--- src/rtl/flash_playback_pkg.sv ---
// Shared command codes, FSM states and playback direction for the flash playback sequencer.
// No logic; latency and backpressure are properties of the modules that import it.
package flash_playback_pkg;

  localparam logic [7:0] KEY_PAUSE   = 8'h44;
  localparam logic [7:0] KEY_PLAY    = 8'h45;
  localparam logic [7:0] KEY_BACK    = 8'h42;
  localparam logic [7:0] KEY_FWD     = 8'h46;
  localparam logic [7:0] KEY_RESTART = 8'h52;

  typedef enum logic [2:0] {
    PAUSED      = 3'd0,
    WAIT_TICK_A = 3'd1,
    FETCH       = 3'd2,
    WAIT_DATA   = 3'd3,
    WAIT_TICK_B = 3'd4,
    DONE        = 3'd5
  } state_t;

  typedef enum logic {
    DIR_FWD = 1'b0,
    DIR_BWD = 1'b1
  } dir_t;

endpackage

--- src/rtl/tick_edge_detect.sv ---
// Registers the slow sample clock once and flags its rising edge as a one-cycle tick.
// Tick is high the cycle after the registered value rises; no backpressure.
module tick_edge_detect (
  input  logic clk,
  input  logic reset,
  input  logic set_clk,
  output logic tick
);

  logic set_clk_q;
  logic set_clk_qq;

  always_ff @(posedge clk) begin
    if (reset) begin
      set_clk_q  <= 1'b0;
      set_clk_qq <= 1'b0;
    end else begin
      set_clk_q  <= set_clk;
      set_clk_qq <= set_clk_q;
    end
  end

  assign tick = set_clk_q & ~set_clk_qq;

endmodule

--- src/rtl/flash_playback_sequencer.sv ---
// Walks a flash word window under keyboard control, one read per two sample ticks, two samples per word.
// Samples appear 1 clk after readdatavalid or tick; read is held through waitrequest backpressure.
module flash_playback_sequencer
  import flash_playback_pkg::*;
#(
  parameter int unsigned           ADDR_WIDTH = 23,
  parameter logic [ADDR_WIDTH-1:0] START_ADDR = '0,
  parameter logic [ADDR_WIDTH-1:0] END_ADDR   = 23'h7FFFF,
  parameter int unsigned           DATA_WIDTH = 32,
  parameter bit                    LOOP       = 1'b1
) (
  input  logic                    clk,
  input  logic                    reset,
  input  logic                    set_clk,
  input  logic [7:0]              keystroke,
  output logic                    read,
  output logic [ADDR_WIDTH-1:0]   addr,
  input  logic                    waitrequest,
  input  logic                    readdatavalid,
  input  logic [DATA_WIDTH-1:0]   readdata,
  output logic [DATA_WIDTH/2-1:0] sample,
  output logic                    sample_valid,
  output logic                    playing
);

  localparam int unsigned SAMPLE_WIDTH = DATA_WIDTH / 2;

  state_t                  state_q, state_n;
  dir_t                    dir_q, dir_n;
  dir_t                    word_dir_q, word_dir_n;
  logic [ADDR_WIDTH-1:0]   addr_q, addr_n;
  logic [DATA_WIDTH-1:0]   word_q, word_n;
  logic [SAMPLE_WIDTH-1:0] sample_q, sample_n;
  logic                    sample_valid_q, sample_valid_n;
  logic                    half_pend_q, half_pend_n;
  logic                    rst_pend_q, rst_pend_n;
  logic [7:0]              key_q;
  logic                    tick;

  tick_edge_detect u_tick (
    .clk     (clk),
    .reset   (reset),
    .set_clk (set_clk),
    .tick    (tick)
  );

  logic                    key_pause, key_play, key_back, key_fwd, r_edge;
  logic                    fwd, at_edge, adv_done;
  logic [ADDR_WIDTH-1:0]   restart_addr, adv_addr;
  logic [SAMPLE_WIDTH-1:0] word_hi, word_lo, other_half;

  assign key_pause = (keystroke == KEY_PAUSE);
  assign key_play  = (keystroke == KEY_PLAY);
  assign key_back  = (keystroke == KEY_BACK);
  assign key_fwd   = (keystroke == KEY_FWD);
  // Restart fires only on the cycle the code first becomes R.
  assign r_edge    = (keystroke == KEY_RESTART) && (key_q != KEY_RESTART);

  assign fwd          = (dir_q == DIR_FWD);
  assign restart_addr = fwd ? START_ADDR : END_ADDR;
  assign at_edge      = fwd ? (addr_q == END_ADDR) : (addr_q == START_ADDR);
  assign adv_done     = at_edge && !LOOP;
  assign adv_addr     = at_edge ? restart_addr
                      : (fwd ? addr_q + ADDR_WIDTH'(1) : addr_q - ADDR_WIDTH'(1));

  assign word_hi    = word_q[DATA_WIDTH-1 -: SAMPLE_WIDTH];
  assign word_lo    = word_q[SAMPLE_WIDTH-1:0];
  assign other_half = (word_dir_q == DIR_FWD) ? word_hi : word_lo;

  always_comb begin
    state_n        = state_q;
    dir_n          = dir_q;
    word_dir_n     = word_dir_q;
    addr_n         = addr_q;
    word_n         = word_q;
    sample_n       = sample_q;
    sample_valid_n = 1'b0;
    half_pend_n    = half_pend_q;
    rst_pend_n     = rst_pend_q;

    if (key_back)     dir_n = DIR_BWD;
    else if (key_fwd) dir_n = DIR_FWD;

    case (state_q)
      PAUSED: begin
        if (r_edge) begin
          addr_n      = restart_addr;
          half_pend_n = 1'b0;
        end
        if (key_play) state_n = WAIT_TICK_A;
      end
      DONE: begin
        if (r_edge || key_play) begin
          addr_n      = restart_addr;
          half_pend_n = 1'b0;
        end
        if (key_play) state_n = WAIT_TICK_A;
      end
      WAIT_TICK_A: begin
        if (r_edge) begin
          addr_n      = restart_addr;
          half_pend_n = 1'b0;
        end
        if (key_pause) begin
          state_n = PAUSED;
        end else if (tick && !r_edge) begin
          // A half left over from a pause is emitted before the next fetch.
          if (half_pend_q) begin
            sample_n       = other_half;
            sample_valid_n = 1'b1;
            half_pend_n    = 1'b0;
            if (adv_done) state_n = DONE;
            else          addr_n  = adv_addr;
          end else begin
            state_n = FETCH;
          end
        end
      end
      FETCH: begin
        if (r_edge)       rst_pend_n = 1'b1;
        if (!waitrequest) state_n    = WAIT_DATA;
      end
      WAIT_DATA: begin
        if (r_edge) rst_pend_n = 1'b1;
        if (readdatavalid) begin
          if (rst_pend_q || r_edge) begin
            addr_n      = restart_addr;
            half_pend_n = 1'b0;
            rst_pend_n  = 1'b0;
            state_n     = WAIT_TICK_A;
          end else begin
            word_n         = readdata;
            word_dir_n     = dir_q;
            sample_n       = fwd ? readdata[SAMPLE_WIDTH-1:0]
                                 : readdata[DATA_WIDTH-1 -: SAMPLE_WIDTH];
            sample_valid_n = 1'b1;
            state_n        = WAIT_TICK_B;
          end
        end
      end
      WAIT_TICK_B: begin
        if (r_edge) begin
          addr_n      = restart_addr;
          half_pend_n = 1'b0;
          state_n     = WAIT_TICK_A;
        end else if (key_pause) begin
          half_pend_n = 1'b1;
          state_n     = PAUSED;
        end else if (tick) begin
          sample_n       = other_half;
          sample_valid_n = 1'b1;
          if (adv_done) begin
            state_n = DONE;
          end else begin
            addr_n  = adv_addr;
            state_n = WAIT_TICK_A;
          end
        end
      end
      default: state_n = PAUSED;
    endcase
  end

  always_ff @(posedge clk) begin
    if (reset) begin
      state_q        <= PAUSED;
      dir_q          <= DIR_FWD;
      word_dir_q     <= DIR_FWD;
      addr_q         <= START_ADDR;
      word_q         <= '0;
      sample_q       <= '0;
      sample_valid_q <= 1'b0;
      half_pend_q    <= 1'b0;
      rst_pend_q     <= 1'b0;
      key_q          <= 8'h00;
    end else begin
      state_q        <= state_n;
      dir_q          <= dir_n;
      word_dir_q     <= word_dir_n;
      addr_q         <= addr_n;
      word_q         <= word_n;
      sample_q       <= sample_n;
      sample_valid_q <= sample_valid_n;
      half_pend_q    <= half_pend_n;
      rst_pend_q     <= rst_pend_n;
      key_q          <= keystroke;
    end
  end

  assign read         = (state_q == FETCH);
  assign addr         = addr_q;
  assign sample       = sample_q;
  assign sample_valid = sample_valid_q;
  assign playing      = (state_q != PAUSED) && (state_q != DONE);

endmodule
--- config.mk ---
export PLATFORM = sky130hd
export DESIGN_NAME = flash_playback_sequencer
export DESIGN_NICKNAME = d
export VERILOG_FILES = /design/src/rtl/flash_playback_pkg.sv /design/src/rtl/tick_edge_detect.sv /design/src/rtl/flash_playback_sequencer.sv
export SDC_FILE = /design/constraint.sdc
export NUM_CORES = 1
export LEC_CHECK = 0
export ABC_CLOCK_PERIOD_IN_PS = 2900
export CAP_MARGIN = 20
export CORE_ASPECT_RATIO = 0.6
export CORE_MARGIN = 4
export CORE_UTILIZATION = 30
export CTS_CLUSTER_SIZE = 10
export DETAILED_ROUTE_END_ITERATION = 8
export MAX_ROUTING_LAYER = met4
export PLACE_DENSITY = 0.5
export SLEW_MARGIN = 25
export SYNTH_ARGS = -nofsm -noshare
export SYNTH_HDL_FRONTEND = slang
export SYNTH_SLANG_ARGS = --single-unit
--- constraint.sdc ---
create_clock -name clk -period 2.9 [get_ports clk]
set_input_delay 0.435 -clock clk [delete_from_list [all_inputs] [get_ports clk]]
set_output_delay 0.435 -clock clk [all_outputs]
set_load 0.01 [all_outputs]
# == Yosys cells after proc, flatten, opt, wreduce, memory -nomap -nowiden ==
# Index checks and enable logic that the tools add are counted.
# word_totals
reg_bits,89
input_bits,45
out_inout_bits,42
wordCells,129
# op_classes
addsub,2
n_eq_ne,31
n_mux,62
bitwise_logic,3
reduce_logical,19
# op_table
cell,n
2-to-1 mux 23 bit,12
2-to-1 mux 16 bit,10
case mux 23 bit (5 select lines),1
case mux 16 bit (3 select lines),1
== test 8 x 7 -> 1 bit (second input constant),5
2-to-1 mux 3 bit,10
adder 23 x 1 -> 23 bit (second input constant),1
== test 23 x 19 -> 1 bit (second input constant),1
logical NOT 23 bit,1
2-to-1 mux 1 bit,23
subtractor 23 x 1 -> 23 bit (second input constant),1
!= test 2 bit (second input constant),11
2-to-1 mux 19 bit,1
!= test 3 bit (second input constant),6
case mux 3 bit (5 select lines),1
AND reduction 6 bit,2
AND reduction 9 bit,1
!= test 8 x 7 -> 1 bit (second input constant),1
== test 3 x 2 -> 1 bit (second input constant),2
== test 3 bit (second input constant),2
nonzero test 3 bit,2
case mux 1 bit (5 select lines),1
AND reduction 5 bit,1
nonzero test 5 bit,1
other kinds (14),19

# == Longest topological paths before layout ==
# Gate-level depths: netlist of run 1.
# logic_depth
depth_word,7
ltp_mapped,11
ltp_nobuf,10

# == By module ==
# Synthesis of run 1 repeated with hierarchy kept, for this count alone.
# hier_totals
hier_cells,735
area_unflattened_um2,5683.0
# by_module_without_submodules
mod,instances,cells_per_inst,area_per_inst_um2,seq_area_each_um2
flash_playback_sequencer,1,730,5621.6,1741.7
tick_edge_detect,1,5,61.3,40.0

# == Worst setup path after synthesis of run 1 ==
# No wires, ideal clock.
# synth_timing
path_type,flip-flop to flip-flop
startpoint,reg dir_q
endpoint,reg addr_q[22] (netlist: addr[22])
setup_ns,0.070
t_arrival_ns,3.038
required_ns,2.830
setup_slack_ns,-0.209
stages_incl_launch_ff,12
path_buffers,1
synth_period_minus_slack_ns,3.109
cell_sequence,dfxtp_1 > clkbuf_1 > inv_1 > fa_1 > nand2b_1 > a21oi_1 > o22ai_1 > a21boi_0 > o21ai_0 > and4_1 > or4_1 > a21oi_1
# synth_via
elab_chain_cells,6
word_cells_on_any_way,10
cone_classes,mux (10)
# synth_rtl
item,line_no,rtl
"start, declared",flash_playback_sequencer.sv:29,"dir_t dir_q, dir_n;"
"start signal, assigned",flash_playback_sequencer.sv:178,dir_q <= dir_n;
2-to-1 mux 23 bit / 2-to-1 mux 1 bit (equally long branches),"flash_playback_sequencer.sv:64, flash_playback_sequencer.sv:61",
2-to-1 mux 23 bit (*),flash_playback_sequencer.sv:63,assign adv_addr = at_edge ? restart_addr
"2-to-1 mux 23 bit, on equally long branches","flash_playback_sequencer.sv:149, flash_playback_sequencer.sv:108",
"2-to-1 mux 23 bit, on equally long branches","flash_playback_sequencer.sv:146, flash_playback_sequencer.sv:106",
"2-to-1 mux 23 bit, on equally long branches","flash_playback_sequencer.sv:142, flash_playback_sequencer.sv:104",
case mux 23 bit (5 select lines) (*),flash_playback_sequencer.sv:84,case (state_q)
"end signal, assigned",flash_playback_sequencer.sv:180,addr_q <= addr_n;
"end, declared",flash_playback_sequencer.sv:31,"logic [ADDR_WIDTH-1:0] addr_q, addr_n;"
# Every way passes the cells marked *; elsewhere a longest branch is shown, timed or not. The select of a mux whose other input is x is not followed.
# A chain may end at the register's enable or synchronous reset.

# == Worst setup path after layout of run 1 ==
# layout_timing
startpoint,in keystroke[7]
endpoint,reg addr_q[16] (netlist: addr[16])
# layout_via
elab_chain_cells,7
word_cells_on_any_way,19
cone_classes,eq/ne (7); mux (6); reduce/logical (6)
# layout_rtl
item,line_no,rtl
"start, declared",flash_playback_sequencer.sv:15,"input logic [7:0] keystroke,"
== test 8 x 7 -> 1 bit,flash_playback_sequencer.sv:57,assign r_edge = (keystroke == KEY_RESTART) && (key_q != KEY_RESTART);
logical AND 1 bit,flash_playback_sequencer.sv:57,
2-to-1 mux 23 bit / logical NOT 1 bit (equally long branches),n/a,
2-to-1 mux 23 bit / logical AND 1 bit (equally long branches),"flash_playback_sequencer.sv:108, flash_playback_sequencer.sv:106",
2-to-1 mux 23 bit,flash_playback_sequencer.sv:106,end else if (tick && !r_edge) begin
2-to-1 mux 23 bit,flash_playback_sequencer.sv:104,if (key_pause) begin
case mux 23 bit (5 select lines),flash_playback_sequencer.sv:84,
# Parallel ways exist; a longest one is shown, timed or not.

==> results of run 1 <==
[state kept, by name, summed over array words and instances (netlist names)]
register           cells
word_dir_q             1
half_pend_q            1
sample                16
u_tick.set_clk_qq      1
word_q                32
addr                  23
state_q                3
dir_q                  1
u_tick.set_clk_q       1
rst_pend_q             1
key_q                  8
sample_valid           1
[repair_timing]
item / in CTS / in global routing
hold buffers: 0 / 0
setup endpoints to repair: 14 / 12
buffers inserted: 0 / 1
pin swaps: 3 / 10
resized for setup: 12 / 27
[metrics by stage]
step / instance area [µm²] / hold WS [ps]
after floorplan: 5549 / 431.8
after global placement: 7393 / 437.8
after detailed placement: 7393 / 441.9
after CTS: 7710 / 451.2
after global routing: 7851 / 371.7
final: 7851 / 377.7
[cell type report]
cell class	count	area, µm²	share of cell area [%]
multi-input cells	573	3709	47.24
flip-flops and latches	89	1787	22.76
repair buffers	190	1720	21.91
well taps	240	300.3	3.825
clock buffers	10	229.0	2.916
inverters	15	56.30	0.7171
clock inverters	6	50.05	0.6375
[cells in the mapped netlist (all sizes together), types with 10 or more instances]
cell	instances
nand3	11
o21ai	50
nand2	110
dfxtp	89
and2	15
nor2b	32
ha	21
clkbuf	39
a211oi	30
a21oi	81
nor2	50
a211o	18
a311oi	13
xnor2	10
mux2i	18
a21o	10
inv	15
[routing by layer]
metal,track usage [%],up-vias,share of wire (%)
met1,27.62,2852,52
li1,-,2931,-
met4,3.175,0,0.64
met2,24.82,192,40
met5,-,-,0
met3,5.043,12,7.8
[report_power, final]
part | switching, W | internal, W
registers | 0.000121 | 0.00136
logic | 0.00126 | 0.00114
clock network | 0.000531 | 0.000592
[cell families after synthesis]
kind of cell	after synthesis	share of synthesized area (%)
AND/OR/NAND/NOR	276	24.39
multiplexers	19	3.452
flip-flops	89	32.13
buffers and inverters	58	3.993
XOR/XNOR	14	2.211
AO/OA/AOI/OAI	242	28.72
adder cells (fa/ha/maj)	22	5.099
[final timing paths]
kind	end	from	slack, ps	cells past startpoint
max	addr[16]	keystroke[7]	60	10
min	key_q[6]	keystroke[6]	380	2
max reg2reg	addr[22]	dir_q	110	10
min reg2reg	word_q[29]	word_q[29]	450	2
[worst register-to-register path, delay by kind of cell (launching register included)]
kind,cells,cell delay (ps)
compound gates,6,1140
simple gates,2,740
flops,1,380
fa+ha+maj,1,300
buf+inv,1,160
==> results.json, run 1 <==
{
  "io_pins": 87,
  "cts_tree": "built",
  "dp_hpwl_um": 14000,
  "portBuffers": 86,
  "slew_viol_final": 0,
  "place_inst": 1106,
  "grt_pass1_vias": 5687,
  "worst_ep_arrival_time_ps": 3070,
  "syn_nets": 787,
  "drtIter0Drc": 540,
  "nFillCells": 1793,
  "setup_violations": 0,
  "worst-path-buf-inv": 2,
  "wire_per_inst_um": 17.05,
  "critPathCaptureType": "flop",
  "worst_setup_path_start_kind": "input port",
  "peakVddDrop_v": 0.0002865,
  "layout.cells.most_common": "nand2_1",
  "postSynthAreaPerCell_um2": 7.702,
  "cp_cell_sequence": "clkdlybuf4s50_1 > or3b_4 > nor4b_4 > buf_4 > a21oi_1 > a221o_1 > a221o_1 > nor3_2 > nand3_1 > nor3b_1",
  "fin_util_pct": 43.34,
  "max_slew_margin_pct": 49.06,
  "finalHoldViolations": 0,
  "synthToLayoutAreaGrowth_pct": 41.58,
  "drive_gt1_share_pct": 17.67,
  "setup-tns-final_ps": 0,
  "outcome": "complete, no violations",
  "routed_via_density": 5.331,
  "power_leakage_nw": 3.003,
  "tightestPinTransition_ps": 760.0,
  "dieWidth_um": 183.5,
  "drv_cap": 0,
  "overflow": 0,
  "powerDensity_mw_per_mm2": 638.6,
  "rsz0062_at_grt": "yes",
  "cp_common_cell": "a221o_1",
  "dp_slack_ps": -448.0,
  "final_cell_mix": "nand2_1, buf_4, dfxtp_1",
  "drt_drc_violations_left": 0,
  "cpPeakStageDelay_ps": 460,
  "drt_wl_total_um": 19140,
  "synth_top_area_share_pct": 32.13,
  "antenna_found_initial": 0,
  "grt_pass1_wl_um": 30250,
  "fmax_mhz": 352.3,
  "ys.flop_type": "dfxtp_1",
  "slowest_stage": "or3b_4",
  "min_period_over_period_pct": 97.87,
  "synthArstFlopShare_pct": 0,
  "critPathTopFamily": "simple AND/OR/NAND/NOR gates",
  "crit_type": "in -> reg",
  "die_h_um": 113.3,
  "finalNonFillerCells": 1123,
  "yosysSeqAreaShare_pct": 32.13,
  "cts_buffer_depth": 2,
  "initial_utilization_pct": 30.61,
  "grt_usage_pct": 18.48,
  "first_pass_iters": 6,
  "synth_edf_count": 0,
  "power_w": 0.005014,
  "diodes": 0,
  "cts_max_level": 3,
  "syn_inst": 720,
  "synth.distinct_cells": 62,
  "synth_area_mm2": 0.005545,
  "clk_latency_ps": 350,
  "rows": 38,
  "hold_path_class": "in -> reg",
  "path_max_fanout": 4,
  "cts_root_buffer": "clkbuf_16",
  "required_ps": 3130,
  "yosys.area.top_type": "dfxtp_1",
  "grt_max_degree": 46,
  "die-area_mm2": 0.02079,
  "min_period_ps": 2838,
  "cts_sinks": 89,
  "gp_congestion": 0.8959,
  "synth.ff_latch_count": 89,
  "skew_ps": 11.22,
  "nets": 945,
  "synth.top_cells.by_area": "dfxtp_1, nand2_1, a21oi_1, ha_1, o21ai_0",
  "core_mm2": 0.01811,
  "setup_ws_ps": 61.63,
  "cts_inserted_buffers": 9,
  "clkSlewWorstSetupHoldPaths_ps": 70,
  "synth_warnings": 0,
  "ant_nets": 0,
  "vias": 5987
}
(Power assumes the default switching activity.)
==> run 2: changes to the inputs <==
- ABC_CLOCK_PERIOD_IN_PS: 2900 -> 3100
- CELL_PAD_IN_SITES_DETAIL_PLACEMENT: unset -> 1
- CELL_PAD_IN_SITES_GLOBAL_PLACEMENT: unset -> 2
- PLACE_DENSITY: 0.5 -> 0.76
- clock period: 2.9 -> 3.1 ns (I/O delays scaled with it)
==> run 2 against run 1 <==
  * Clock power rose by 12%
  * Final area fell by 2.2%
  * Via count fell by 0.55%
  * Setup slack improved by 81 ps
  * Sequential share of layout area rose by 0.49 points
  * First-iteration DRC count fell by 44%
  * Die area did not move
  * Count of clock-buffer cells in the layout did not move
  * Clock skew rose by 0.84 ps
  * Core utilization fell by 0.95 points
  * Worst hold slack improved by 76 ps
  * Critical path depth rose by 1
  * Critical endpoint is now addr[15]
  * Largest cell class unchanged
  * Highest routed layer unchanged
==> results.json, run 2 (synthesis results as in run 1) <==
{
  "clk_latency_ps": 350,
  "largest_register_ff_count": 32,
  "synthToLayoutAreaGrowth_pct": 38.49,
  "antenna_found_initial": 0,
  "core_mm2": 0.01811,
  "finalHoldViolations": 0,
  "slew_viol_final": 0,
  "place_inst": 1092,
  "powerDensity_mw_per_mm2": 628.5,
  "drt_drc_violations_left": 0,
  "top_layer_used": "met4",
  "cts_inserted_buffers": 9,
  "path_max_fanout": 12,
  "drv_cap": 0,
  "io_pins": 87,
  "finalNonFillerCells": 1108,
  "wl_met3_um": 1087,
  "worst_ep_arrival_time_ps": 3190,
  "dp_slack_ps": -241.8,
  "cts_max_level": 3,
  "die-area_mm2": 0.02079,
  "required_ps": 3330,
  "nets": 930,
  "min_period_ps": 2957,
  "layout.cells.most_common": "nand2_1",
  "route.layer.met1.wl_um": 10880,
  "hold_path_class": "reg -> reg",
  "cts_root_buffer": "clkbuf_16",
  "worstSetupStartpoint": "dir_q",
  "dp_hpwl_um": 15810,
  "multi_input_area_mm2": 0.003642,
  "post_cts_buffers": 0,
  "initial_utilization_pct": 30.61,
  "critPathCaptureType": "flop",
  "cts_sinks": 89,
  "grt_pass1_vias": 6172,
  "power_leakage_nw": 2.893,
  "overflow": 0,
  "crit_type": "reg -> reg",
  "drive_gt1_share_pct": 15.55,
  "min-delay-start": "word_q[19]",
  "fin_util_pct": 42.40,
  "diodes": 0,
  "gp_congestion": 0.9318,
  "hold_depth": 2,
  "wire_per_inst_um": 18.82,
  "drtIter0Drc": 302,
  "drt_wl_total_um": 20850,
  "seqCellArea_mm2": 0.001785,
  "reg2reg_setup_slack_ps": 140,
  "die_h_um": 113.3,
  "power_w": 0.004827,
  "ant_nets": 0,
  "first_pass_iters": 4,
  "r2r_start": "dir_q",
  "reg2reg_depth": 11,
  "final_cell_mix": "nand2_1, dfxtp_1, buf_4",
  "cts_buffer_depth": 2,
  "rows": 38,
  "worst_setup_path_start_kind": "flop",
  "peakVddDrop_v": 0.0002704,
  "setup_violations": 0,
  "dieWidth_um": 183.5,
  "min_period_over_period_pct": 95.39,
  "fmax_mhz": 338.2,
  "grt_usage_pct": 20.43,
  "skew_ps": 12.06,
  "max_slew_margin_pct": 48.69,
  "routed_via_density": 5.374,
  "grt_pass1_wl_um": 33370,
  "largest-register": "word_q",
  "cts_tree": "built",
  "cts_hold_buf": 0,
  "portBuffers": 86,
  "grt_max_degree": 42,
  "wl_met2_um": 8744,
  "vias": 5954,
  "nFillCells": 2158,
  "tightestPinTransition_ps": 759.4,
  "setup_ws_ps": 143.0,
  "outcome": "complete, no violations",
  "clkSlewWorstSetupHoldPaths_ps": 70
}
-- run 2: cell count changes in the layout (fill, tap and decap cells not counted), moves of 2 or more --
cell	previous run	this run
clkinvlp_4	2	0
buf_12	6	3
clkdlybuf4s50_1	83	85
ha_1	21	18
dlymetal6s2s_1	2	0
ha_4	0	2
a221oi_1	2	4
bufinv_16	0	2
buf_4	97	86
a221oi_2	3	1
-- run 2: final timing paths --
| path | end |
|---|---|
| worst min-delay path | word_q[19] |
| worst min register to register | word_q[19] |
| worst max register to register | addr[15] |
| worst max-delay path | addr[15] |
-- run 2: worst max-delay path, stage by stage, from the launching register on --
cell and delay (ps):
dfxtp_4 400, buf_4 250, ha_1 290, buf_4 150
a211oi_1 230, o21ai_0 200, nand2_1 150, a211oi_2 90
o41ai_1 400, xnor2_1 170, o21ai_0 110, a311oi_2 390
-- run 2: cell type report --
cell class	count	share of cell area (%)
timing repair buffer	175	20.33
multi-input combinational	573	47.43
clock buffer	10	3.112
clock inverter	6	1.238
inverter	15	0.7331
tap	240	3.910
sequential	89	23.25
-- run 2: where the power goes --
| part | leakage (nW) | switching, W | internal [W] |
|---|---|---|---|
| Combinational | 2.01 | 0.00115 | 0.00101 |
| Sequential | 0.723 | 0.000135 | 0.00127 |
| Clock | 0.164 | 0.000509 | 0.000741 |
| Total | 2.89 | 0.00180 | 0.00303 |
-- run 2: per-layer routing --
layer | vias up | global-route usage, %
li1 | 2911 | -
met4 | 0 | 3.423
met2 | 114 | 29.35
met5 | - | -
met3 | 14 | 4.112
met1 | 2915 | 29.95
-- run 2: timing repair --
item / 4_1_cts / 5_1_grt
pin swaps: 0 / 3
setup endpoints to repair: 7 / 12
resized for setup: 6 / 19
-- run 2: through the flow --
step           hold WS (ps)  TNS [ps]  instance area, µm²
3_5_place_dp          445.4     -1855                7248
4_1_cts               454.9         0                7597
2_1_floorplan         431.8         0                5547
5_1_grt               467.7    -22.64                7680
6_report              453.9         0                7680
3_3_place_gp          436.7    -840.6                7248
